## config.mk

```make
export PLATFORM = sky130hd
export DESIGN_NAME = morse_cmd_scheduler
export DESIGN_NICKNAME = d
export VERILOG_FILES = /design/src/rtl/morse_cmd_scheduler.sv
export SDC_FILE = /design/constraint.sdc
export NUM_CORES = 1
export LEC_CHECK = 0
export ABC_CLOCK_PERIOD_IN_PS = 3800
export CAP_MARGIN = 20
export CORE_MARGIN = 5
export CORE_UTILIZATION = 52
export DETAILED_ROUTE_END_ITERATION = 16
export PLACE_DENSITY = 0.71
export SYNTH_ARGS = -nofsm -noshare
export SYNTH_HDL_FRONTEND = slang
export SYNTH_SLANG_ARGS = --single-unit
```

## constraint.sdc

```tcl
create_clock -name clk -period 3.8 [get_ports clk]
set_input_delay 0.76 -clock clk [delete_from_list [all_inputs] [get_ports clk]]
set_output_delay 0.76 -clock clk [all_outputs]
set_load 0.01 [all_outputs]
```

## src/rtl/morse_cmd_scheduler.sv

```systemverilog
// morse_cmd_scheduler: buffers keypad commands in a small FIFO, owns the
// mapper configuration (mode, long-press threshold) and dispatches each
// command in order to the text or Morse consumer over valid/ready.
module morse_cmd_scheduler #(
  parameter int unsigned FIFO_DEPTH   = 4,
  parameter int unsigned THR_DEFAULT  = 25_000_000,
  parameter int unsigned THR_STEP     = 5_000_000,
  parameter int unsigned THR_MIN      = 5_000_000,
  parameter int unsigned THR_MAX      = 50_000_000,
  parameter int unsigned SEND_TIMEOUT = 1_000_000
) (
  input  logic        clk,
  input  logic        rst,
  input  logic        cmd_valid,
  input  logic [10:0] cmd_in,
  output logic [1:0]  mode,
  output logic [31:0] timer_threshold,
  output logic        freeze_ext,
  output logic        txt_valid,
  input  logic        txt_ready,
  output logic [10:0] txt_data,
  output logic        mrs_valid,
  input  logic        mrs_ready,
  output logic [10:0] mrs_data,
  output logic [7:0]  drop_cnt
);

  localparam int unsigned PTR_W = $clog2(FIFO_DEPTH);
  localparam int unsigned CNT_W = PTR_W + 1;
  localparam int unsigned TMO_W = $clog2(SEND_TIMEOUT + 1);

  localparam logic [1:0] S_IDLE   = 2'd0;
  localparam logic [1:0] S_DECODE = 2'd1;
  localparam logic [1:0] S_SEND   = 2'd2;

  localparam logic [10:0] W_LONG_ENTER = 11'h540;
  localparam logic [10:0] W_UP         = 11'h004;
  localparam logic [10:0] W_DOWN       = 11'h008;

  logic [10:0]      mem [FIFO_DEPTH];
  logic [1:0]       state_q, state_d;
  logic [PTR_W-1:0] wr_ptr_q, wr_ptr_d, rd_ptr_q, rd_ptr_d;
  logic [CNT_W-1:0] count_q, count_d;
  logic [10:0]      hold_q, hold_d;
  logic [1:0]       mode_q, mode_d;
  logic [31:0]      thr_q, thr_d;
  logic             freeze_q, freeze_d;
  logic             txt_valid_q, txt_valid_d, mrs_valid_q, mrs_valid_d;
  logic [10:0]      txt_data_q, txt_data_d, mrs_data_q, mrs_data_d;
  logic [7:0]       drop_q, drop_d;
  logic [TMO_W-1:0] tmo_q, tmo_d;

  logic             fifo_full, pop, push, push_drop, tmo_drop;
  logic [10:0]      head;
  logic [32:0]      thr_ext, thr_up, thr_dn;
  logic [8:0]       drop_sum;

  assign mode            = mode_q;
  assign timer_threshold = thr_q;
  assign freeze_ext      = freeze_q;
  assign txt_valid       = txt_valid_q;
  assign txt_data        = txt_data_q;
  assign mrs_valid       = mrs_valid_q;
  assign mrs_data        = mrs_data_q;
  assign drop_cnt        = drop_q;

  // Command storage; contents need no reset since count gates every read.
  always_ff @(posedge clk) begin
    if (push) mem[wr_ptr_q] <= cmd_in;
  end

  // State and output registers.
  always_ff @(posedge clk or posedge rst) begin
    if (rst) begin
      state_q     <= S_IDLE;
      wr_ptr_q    <= '0;
      rd_ptr_q    <= '0;
      count_q     <= '0;
      hold_q      <= '0;
      mode_q      <= 2'd0;
      thr_q       <= 32'(THR_DEFAULT);
      freeze_q    <= 1'b0;
      txt_valid_q <= 1'b0;
      txt_data_q  <= '0;
      mrs_valid_q <= 1'b0;
      mrs_data_q  <= '0;
      drop_q      <= '0;
      tmo_q       <= '0;
    end else begin
      state_q     <= state_d;
      wr_ptr_q    <= wr_ptr_d;
      rd_ptr_q    <= rd_ptr_d;
      count_q     <= count_d;
      hold_q      <= hold_d;
      mode_q      <= mode_d;
      thr_q       <= thr_d;
      freeze_q    <= freeze_d;
      txt_valid_q <= txt_valid_d;
      txt_data_q  <= txt_data_d;
      mrs_valid_q <= mrs_valid_d;
      mrs_data_q  <= mrs_data_d;
      drop_q      <= drop_d;
      tmo_q       <= tmo_d;
    end
  end

  // FIFO bookkeeping, IDLE/DECODE/SEND sequencing and config updates.
  always_comb begin
    state_d     = state_q;
    hold_d      = hold_q;
    mode_d      = mode_q;
    thr_d       = thr_q;
    txt_valid_d = txt_valid_q;
    txt_data_d  = txt_data_q;
    mrs_valid_d = mrs_valid_q;
    mrs_data_d  = mrs_data_q;
    tmo_d       = tmo_q;
    tmo_drop    = 1'b0;

    head      = mem[rd_ptr_q];
    fifo_full = (count_q == CNT_W'(FIFO_DEPTH));
    pop       = (state_q == S_IDLE) && (count_q != '0);
    push      = cmd_valid && (!fifo_full || pop);
    push_drop = cmd_valid && fifo_full && !pop;

    // Threshold math is one bit wider so the clamps never see a wrap.
    thr_ext = {1'b0, thr_q};
    thr_up  = thr_ext + 33'(THR_STEP);
    if (thr_up > 33'(THR_MAX)) thr_up = 33'(THR_MAX);
    if (thr_ext < (33'(THR_MIN) + 33'(THR_STEP))) thr_dn = 33'(THR_MIN);
    else                                          thr_dn = thr_ext - 33'(THR_STEP);

    case (state_q)
      S_IDLE: begin
        if (pop) begin
          hold_d  = head;
          state_d = S_DECODE;
        end
      end
      S_DECODE: begin
        state_d = S_IDLE;
        if (hold_q == W_LONG_ENTER) begin
          mode_d = (mode_q >= 2'd2) ? 2'd0 : mode_q + 2'd1;
        end else if (mode_q == 2'd2 && hold_q == W_UP) begin
          thr_d = 32'(thr_up);
        end else if (mode_q == 2'd2 && hold_q == W_DOWN) begin
          thr_d = 32'(thr_dn);
        end else if (mode_q == 2'd0) begin
          txt_valid_d = 1'b1;
          txt_data_d  = hold_q;
          tmo_d       = TMO_W'(1);
          state_d     = S_SEND;
        end else if (mode_q == 2'd1) begin
          mrs_valid_d = 1'b1;
          mrs_data_d  = hold_q;
          tmo_d       = TMO_W'(1);
          state_d     = S_SEND;
        end
      end
      S_SEND: begin
        if ((txt_valid_q && txt_ready) || (mrs_valid_q && mrs_ready)) begin
          txt_valid_d = 1'b0;
          mrs_valid_d = 1'b0;
          state_d     = S_IDLE;
        end else if (tmo_q >= TMO_W'(SEND_TIMEOUT)) begin
          txt_valid_d = 1'b0;
          mrs_valid_d = 1'b0;
          tmo_drop    = 1'b1;
          state_d     = S_IDLE;
        end else begin
          tmo_d = tmo_q + TMO_W'(1);
        end
      end
      default: state_d = S_IDLE;
    endcase

    wr_ptr_d = push ? wr_ptr_q + PTR_W'(1) : wr_ptr_q;
    rd_ptr_d = pop  ? rd_ptr_q + PTR_W'(1) : rd_ptr_q;
    count_d  = count_q + CNT_W'(push) - CNT_W'(pop);

    // A FIFO drop and a SEND timeout may coincide; count both.
    drop_sum = 9'(drop_q) + 9'(push_drop) + 9'(tmo_drop);
    drop_d   = (drop_sum > 9'd255) ? 8'hFF : drop_sum[7:0];

    // Freeze near-full, and across the DECODE cycle of a mode switch.
    freeze_d = (count_d >= CNT_W'(FIFO_DEPTH - 1)) || (pop && head == W_LONG_ENTER);
  end

endmodule

```

### After elaboration in Yosys (flattened, before gate mapping)

Memories as Yosys holds them, arrays and structs flattened.
Index checks and enable logic that the tools add are counted.

| word-level totals | value |
|---|---|
| register bits after elaboration | 107 |
| bits of input ports | 16 |
| RAM bits | 44 |
| memories | 1 |

Memories:

| name | words | width | read ports | clocked after memory_dff | wr ports | RTL line | text |
|---|---|---|---|---|---|---|---|
| mem | 4 | 11 | 1 | 0 | 1 | 40 | `logic [10:0] mem [FIFO_DEPTH];` |

| operators by class | value |
|---|---|
| reductions and logical operators | 28 |
| multiplexer cells | 41 |
| bitwise operators | 4 |
| $lt $le $gt $ge | 6 |
| eq/ne operators | 20 |
| $add $sub $neg | 10 |

Operator list:

| kind | number |
|---|---|
| two-way mux 20 bit | 7 |
| two-way mux 32 bit | 4 |
| one-hot mux 20 bit (2 select lines) | 1 |
| adder 32 x 23 -> 33 bit (second input constant) | 1 |
| > comparator 33 x 26 -> 1 bit (second input constant) | 1 |
| less-than comparator 32 x 24 -> 1 bit (second input constant) | 1 |
| subtractor 32 x 23 -> 32 bit (second input constant) | 1 |
| == test 11 bit (second input constant) | 2 |
| adder 20 x 1 -> 20 bit (second input constant) | 1 |
| greater-or-equal comparator 20 bit (second input constant) | 1 |
| two-way mux 2 bit | 9 |
| != test 2 bit (second input constant) | 9 |
| two-way mux 1 bit | 16 |
| AND reduction 7 bit | 2 |
| AND reduction 6 bit | 2 |
| == test 11 x 3 -> 1 bit (second input constant) | 1 |
| == test 11 x 4 -> 1 bit (second input constant) | 1 |
| adder 8 x 1 -> 9 bit | 1 |
| adder 9 x 1 -> 9 bit | 1 |
| > comparator 9 x 8 -> 1 bit (second input constant) | 1 |
| logical AND 1 bit | 9 |
| two-way mux 8 bit | 1 |
| adder 2 x 1 -> 2 bit (second input constant) | 3 |
| != test 3 bit (second input constant) | 2 |
| 18 further kinds | 31 |

### Depth between registers and ports, before layout

| depth | value |
|---|---|
| depth in word-level cells | 8 |
| depth in mapped cells | 13 |
| gate-level depth less buffers | 12 |

### Worst setup path before layout

No wires, ideal clock.

| path | value |
|---|---|
| path kind | reg-to-reg |
| start point | register thr_q[6] (netlist: timer_threshold[6]) |
| end point | register thr_q[25] (netlist: timer_threshold[25]) |
| path slack | 961 ps |
| required time | 3674 ps |
| arrival time | 2713 ps |
| cell stages (with the launch flop) | 10 |
| cell sequence | dfstp_2 -> ha_1 -> nor4_2 -> or4b_1 -> and3_1 -> nor4_2 -> a211oi_2 -> a211oi_4 -> a211oi_4 -> a221o_1 |

| on the way | value |
|---|---|
| word-level cells in the longest chain between the ends | 4 |

Ends and longest elaborated chain:

| what | RTL line | text |
|---|---|---|
| start, declared | 46 | `logic [31:0] thr_q, thr_d;` |
| start signal, assigned | 81 | `thr_q <= 32'(THR_DEFAULT);` |
| start signal, assigned | 96 | `thr_q <= thr_d;` |
| adder 32 x 23 -> 33 bit (tied with other cells) | 128 | `thr_up = thr_ext + 33'(THR_STEP);` |
| > comparator 33 x 26 -> 1 bit / two-way mux 32 bit (equally long branches) | 129, 130 |  |
| two-way mux 32 bit, on equally long branches | 129, 146 |  |
| two-way mux 32 bit * | 144 | `end else if (mode_q == 2'd2 && hold_q == W_UP) begin` |

Every way passes the cells marked *; elsewhere a longest branch is shown, timed or not. The select of a mux whose other input is x is not followed.
A chain may end at the register's enable or synchronous reset.

### Worst setup path after layout

| path | value |
|---|---|
| start point | register thr_q[6] (netlist: timer_threshold[6]) |
| end point | register thr_q[9] (netlist: timer_threshold[9]) |

Same word-level chain as after synthesis.

==> run summary <==
status -> finished clean
# rows -> 45
minimum clock period -> 3.43 ns
Hold/Removal Path Class -> register to register
Max Cap Viol -> 0
crit end category -> register
Buf/Inv on CP -> 0
initial core utilization -> 52.8%
clock sink count -> 145
cell mode on critical path -> nor4_2
pre-CTS setup slack -> 0.428 ns
final hold vios -> 0
first-pass GRT wire length -> 32,500 um
worst path cell trace -> ha_1 > nor4_2 > or4b_1 > and3_1 > nor4_2 > a211oi_2 > a2111oi_4 > o21ai_1 > a2bb2oi_1
Die Height -> 134 um
clock insertion delay at the later pin of the skew report -> 0.42 ns
DR WL/cell -> 19.6 um
hold bufs inserted after CTS -> 0
CTS resizes -> 0
CP required -> 4.14 ns
Core Area -> 0.0151 sq mm
Pleak -> 3.66 nW
via count -> 6,295
global route overflow -> 0
Die ar. -> 0.0179 sq mm
synth warn -> 0
sequential fraction of the synthesis area -> 48.5%
Top delay family on crit path -> compound AO/OA/AOI/OAI gates
ant diodes -> 0
Final ANT Viol Nets -> 0
DR DRC count -> 0
crit-path max cell delay -> 0.70 ns
RSZ-0062 raised after global routing -> false
Synth Instances -> 746
CP arrival -> 3.77 ns
H-Tree Depth -> 4
Max Slew Vio Count -> 0
post-CTS setup buffers -> 0
GRT Overall Usage -> 22.5%
initial drt markers -> 625
CTS Buf Count -> 17
Yosys cell types -> 79
layout net count -> 834
Fin Setup TNS -> 0 ns
Mean Syn Cell Area -> 10.7 sq um
Post-synth EDFFs -> 44
worst clock skew -> 0.00845 ns
DR vias/cell -> 6.26
relative slew slack -> 42.6%
clk slew on worst S/H paths -> 0.07 ns
Final setup viols -> 0
die width -> 134 um
largest net degree at the start of global routing -> 55
Synth Register Bits -> 145
Synth Flop Type -> dfrtp_1
worst vdd ir -> 440 uV
CP max-delay cell -> a2111oi_4
type of origin of the critical path -> register
P per Cell Area -> 565 mW/mm^2
critical path type -> register to register
Routed WL -> 19,700 um
share of cells above drive strength 1 -> 15.2%
CTS tree -> yes
DR pass1 iterations -> 5
FFs w/ async S/R, synth -> 69.7%
Max Freq -> 0.291 GHz
DP Wirelength -> 13,900 um
P&R area growth vs syn -> 18.5%
initial antenna violation count -> 0
# port buffers -> 76
total I/O pin count -> 83
Setup WS post-layout -> 0.366 ns
worst-path fanout max -> 13
Clock Path Buffers -> 2
Final Wtd Congestion -> 0.926
vias in the first global route -> 6,261
Post-Syn Area -> 0.00796 sq mm
measured slew at the worst slew-check pin -> 0.858 ns
CTS root buf -> clkbuf_16
crit share post-route -> 90.4%
registers in the layout, summed over array words and instances, names as in the netlist:
name,flops
mem,44
timer_threshold,26
tmo_q,20
hold_q,11
mrs_data,11
txt_data,11
drop_cnt,8
count_q,3
mode,2
rd_ptr_q,2
state_q,2
wr_ptr_q,2
freeze_ext,1
mrs_valid,1
txt_valid,1
synth_stat cells (all sizes together) (6+ instances only):
| cell type | number | share of area, % |
|---|---|---|
| a21oi | 37 | 2.4 |
| xnor2 | 18 | 2.0 |
| nor2b | 6 | 0.47 |
| nor4 | 9 | 0.86 |
| and2 | 10 | 0.79 |
| dfstp | 12 | 4.0 |
| o21ai | 41 | 2.6 |
| clkbuf | 32 | 1.5 |
| ha | 12 | 1.9 |
| and3 | 13 | 1.0 |
| o211ai | 7 | 0.66 |
| o31ai | 8 | 0.75 |
| buf | 22 | 1.6 |
| o22ai | 6 | 0.47 |
| nor3 | 20 | 1.3 |
| dfrtp | 89 | 28 |
| inv | 28 | 1.3 |
| nand2 | 44 | 2.1 |
| or3 | 12 | 0.94 |
| nand3 | 19 | 1.3 |
| nand4 | 15 | 1.2 |
| xor2 | 12 | 1.3 |
| a211oi | 14 | 1.8 |
| nand2b | 9 | 0.71 |
| mux4 | 11 | 3.1 |
| a21boi | 6 | 0.57 |
| mux2 | 34 | 4.8 |
| a31oi | 13 | 1.0 |
| nor2 | 55 | 2.6 |
| edfxtp | 44 | 17 |
path summary, 6_finish.rpt:
check	from	end	slack (ns)	cells after the start
setup / recovery	timer_threshold[6]$_DFFE_PP1P_	timer_threshold[9]$_DFFE_PP0P_	0.37	9
hold / removal	txt_data[6]$_DFFE_PP0P_	txt_data[6]$_DFFE_PP0P_	0.51	1
setup reg to reg	timer_threshold[6]$_DFFE_PP1P_	timer_threshold[9]$_DFFE_PP0P_	0.37	9
hold reg to reg	txt_data[6]$_DFFE_PP0P_	txt_data[6]$_DFFE_PP0P_	0.51	1
max in group asynchronous	rst	hold_q[10]$_DFFE_PP0P_	2.29	3
min in group asynchronous	rst	timer_threshold[9]$_DFFE_PP0P_	0.78	2
power by group:
part / switching, W / total [W] / internal, W
combinational: 0.000629 / 0.00138 / 0.000751
clock: 0.000734 / 0.00167 / 0.000932
sequential: 0.000313 / 0.00229 / 0.00197
total: 0.00168 / 0.00533 / 0.00366
through the flow:
stage / cell area [sq um] / hold WS (ns) / utilization [%] / power [W] / cells
after global placement: 8850 / 0.487 / 58.6 / 0.00363 / 973
after detailed placement: 8850 / 0.497 / 58.6 / 0.00370 / 973
final: 9430 / 0.509 / 62.5 / 0.00533 / 1005
after CTS: 9430 / 0.511 / 62.5 / 0.00538 / 1005
after global routing: 9430 / 0.525 / 62.5 / 0.00562 / 1005
after floorplan: 7980 / 0.463 / - / 0.00313 / 751
layer usage:
layer	global-route usage [%]	wire length, um	vias to the layer above
met2	36.1	9610	271
met1	30.3	8220	3080
met5	0	0	-
met4	9.83	571	0
met3	3.93	1290	50
li1	-	-	2894
cell type report:
cell class                 instances  area (sq um)
clock buffer                      17           425
clock inverter                    15           163
fill                            1194          5660
inverter                          28           108
multi-input combinational        524          3780
sequential                       145          3860
tap                              188           235
timing repair buffer              88           863
placed cells by master, fill, tap and decap left out, types with 15 or more instances in the layout:
master	instances
dfrtp_1	89
nor3_1	17
a21oi_1	36
nand3_1	18
clkbuf_16	17
mux2_2	34
nand4_1	15
edfxtp_1	44
xnor2_1	18
nor2_1	55
inv_1	27
nand2_1	44
clkdlybuf4s50_1	76
o21ai_0	35
cell families after synthesis:
logic type               after synthesis  synth area share, %
adder cells (fa/ha/maj)               14                 2.39
buffers and inverters                 82                 4.40
multiplexers                          48                 8.30
AO/OA/AOI/OAI                        187                 16.8
other                                  1               0.0471
XOR/XNOR                              30                 3.30
flip-flops                           145                 48.5
AND/OR/NAND/NOR                      239                 16.2
worst reg2reg max path, cell delays in order (launching register included):
cell	delay, ns
dfstp_2	0.67
ha_1	0.38
nor4_2	0.11
or4b_1	0.52
and3_1	0.18
nor4_2	0.24
a211oi_2	0.16
a2111oi_4	0.70
o21ai_1	0.16
a2bb2oi_1	0.22
(Power assumes the default switching activity.)
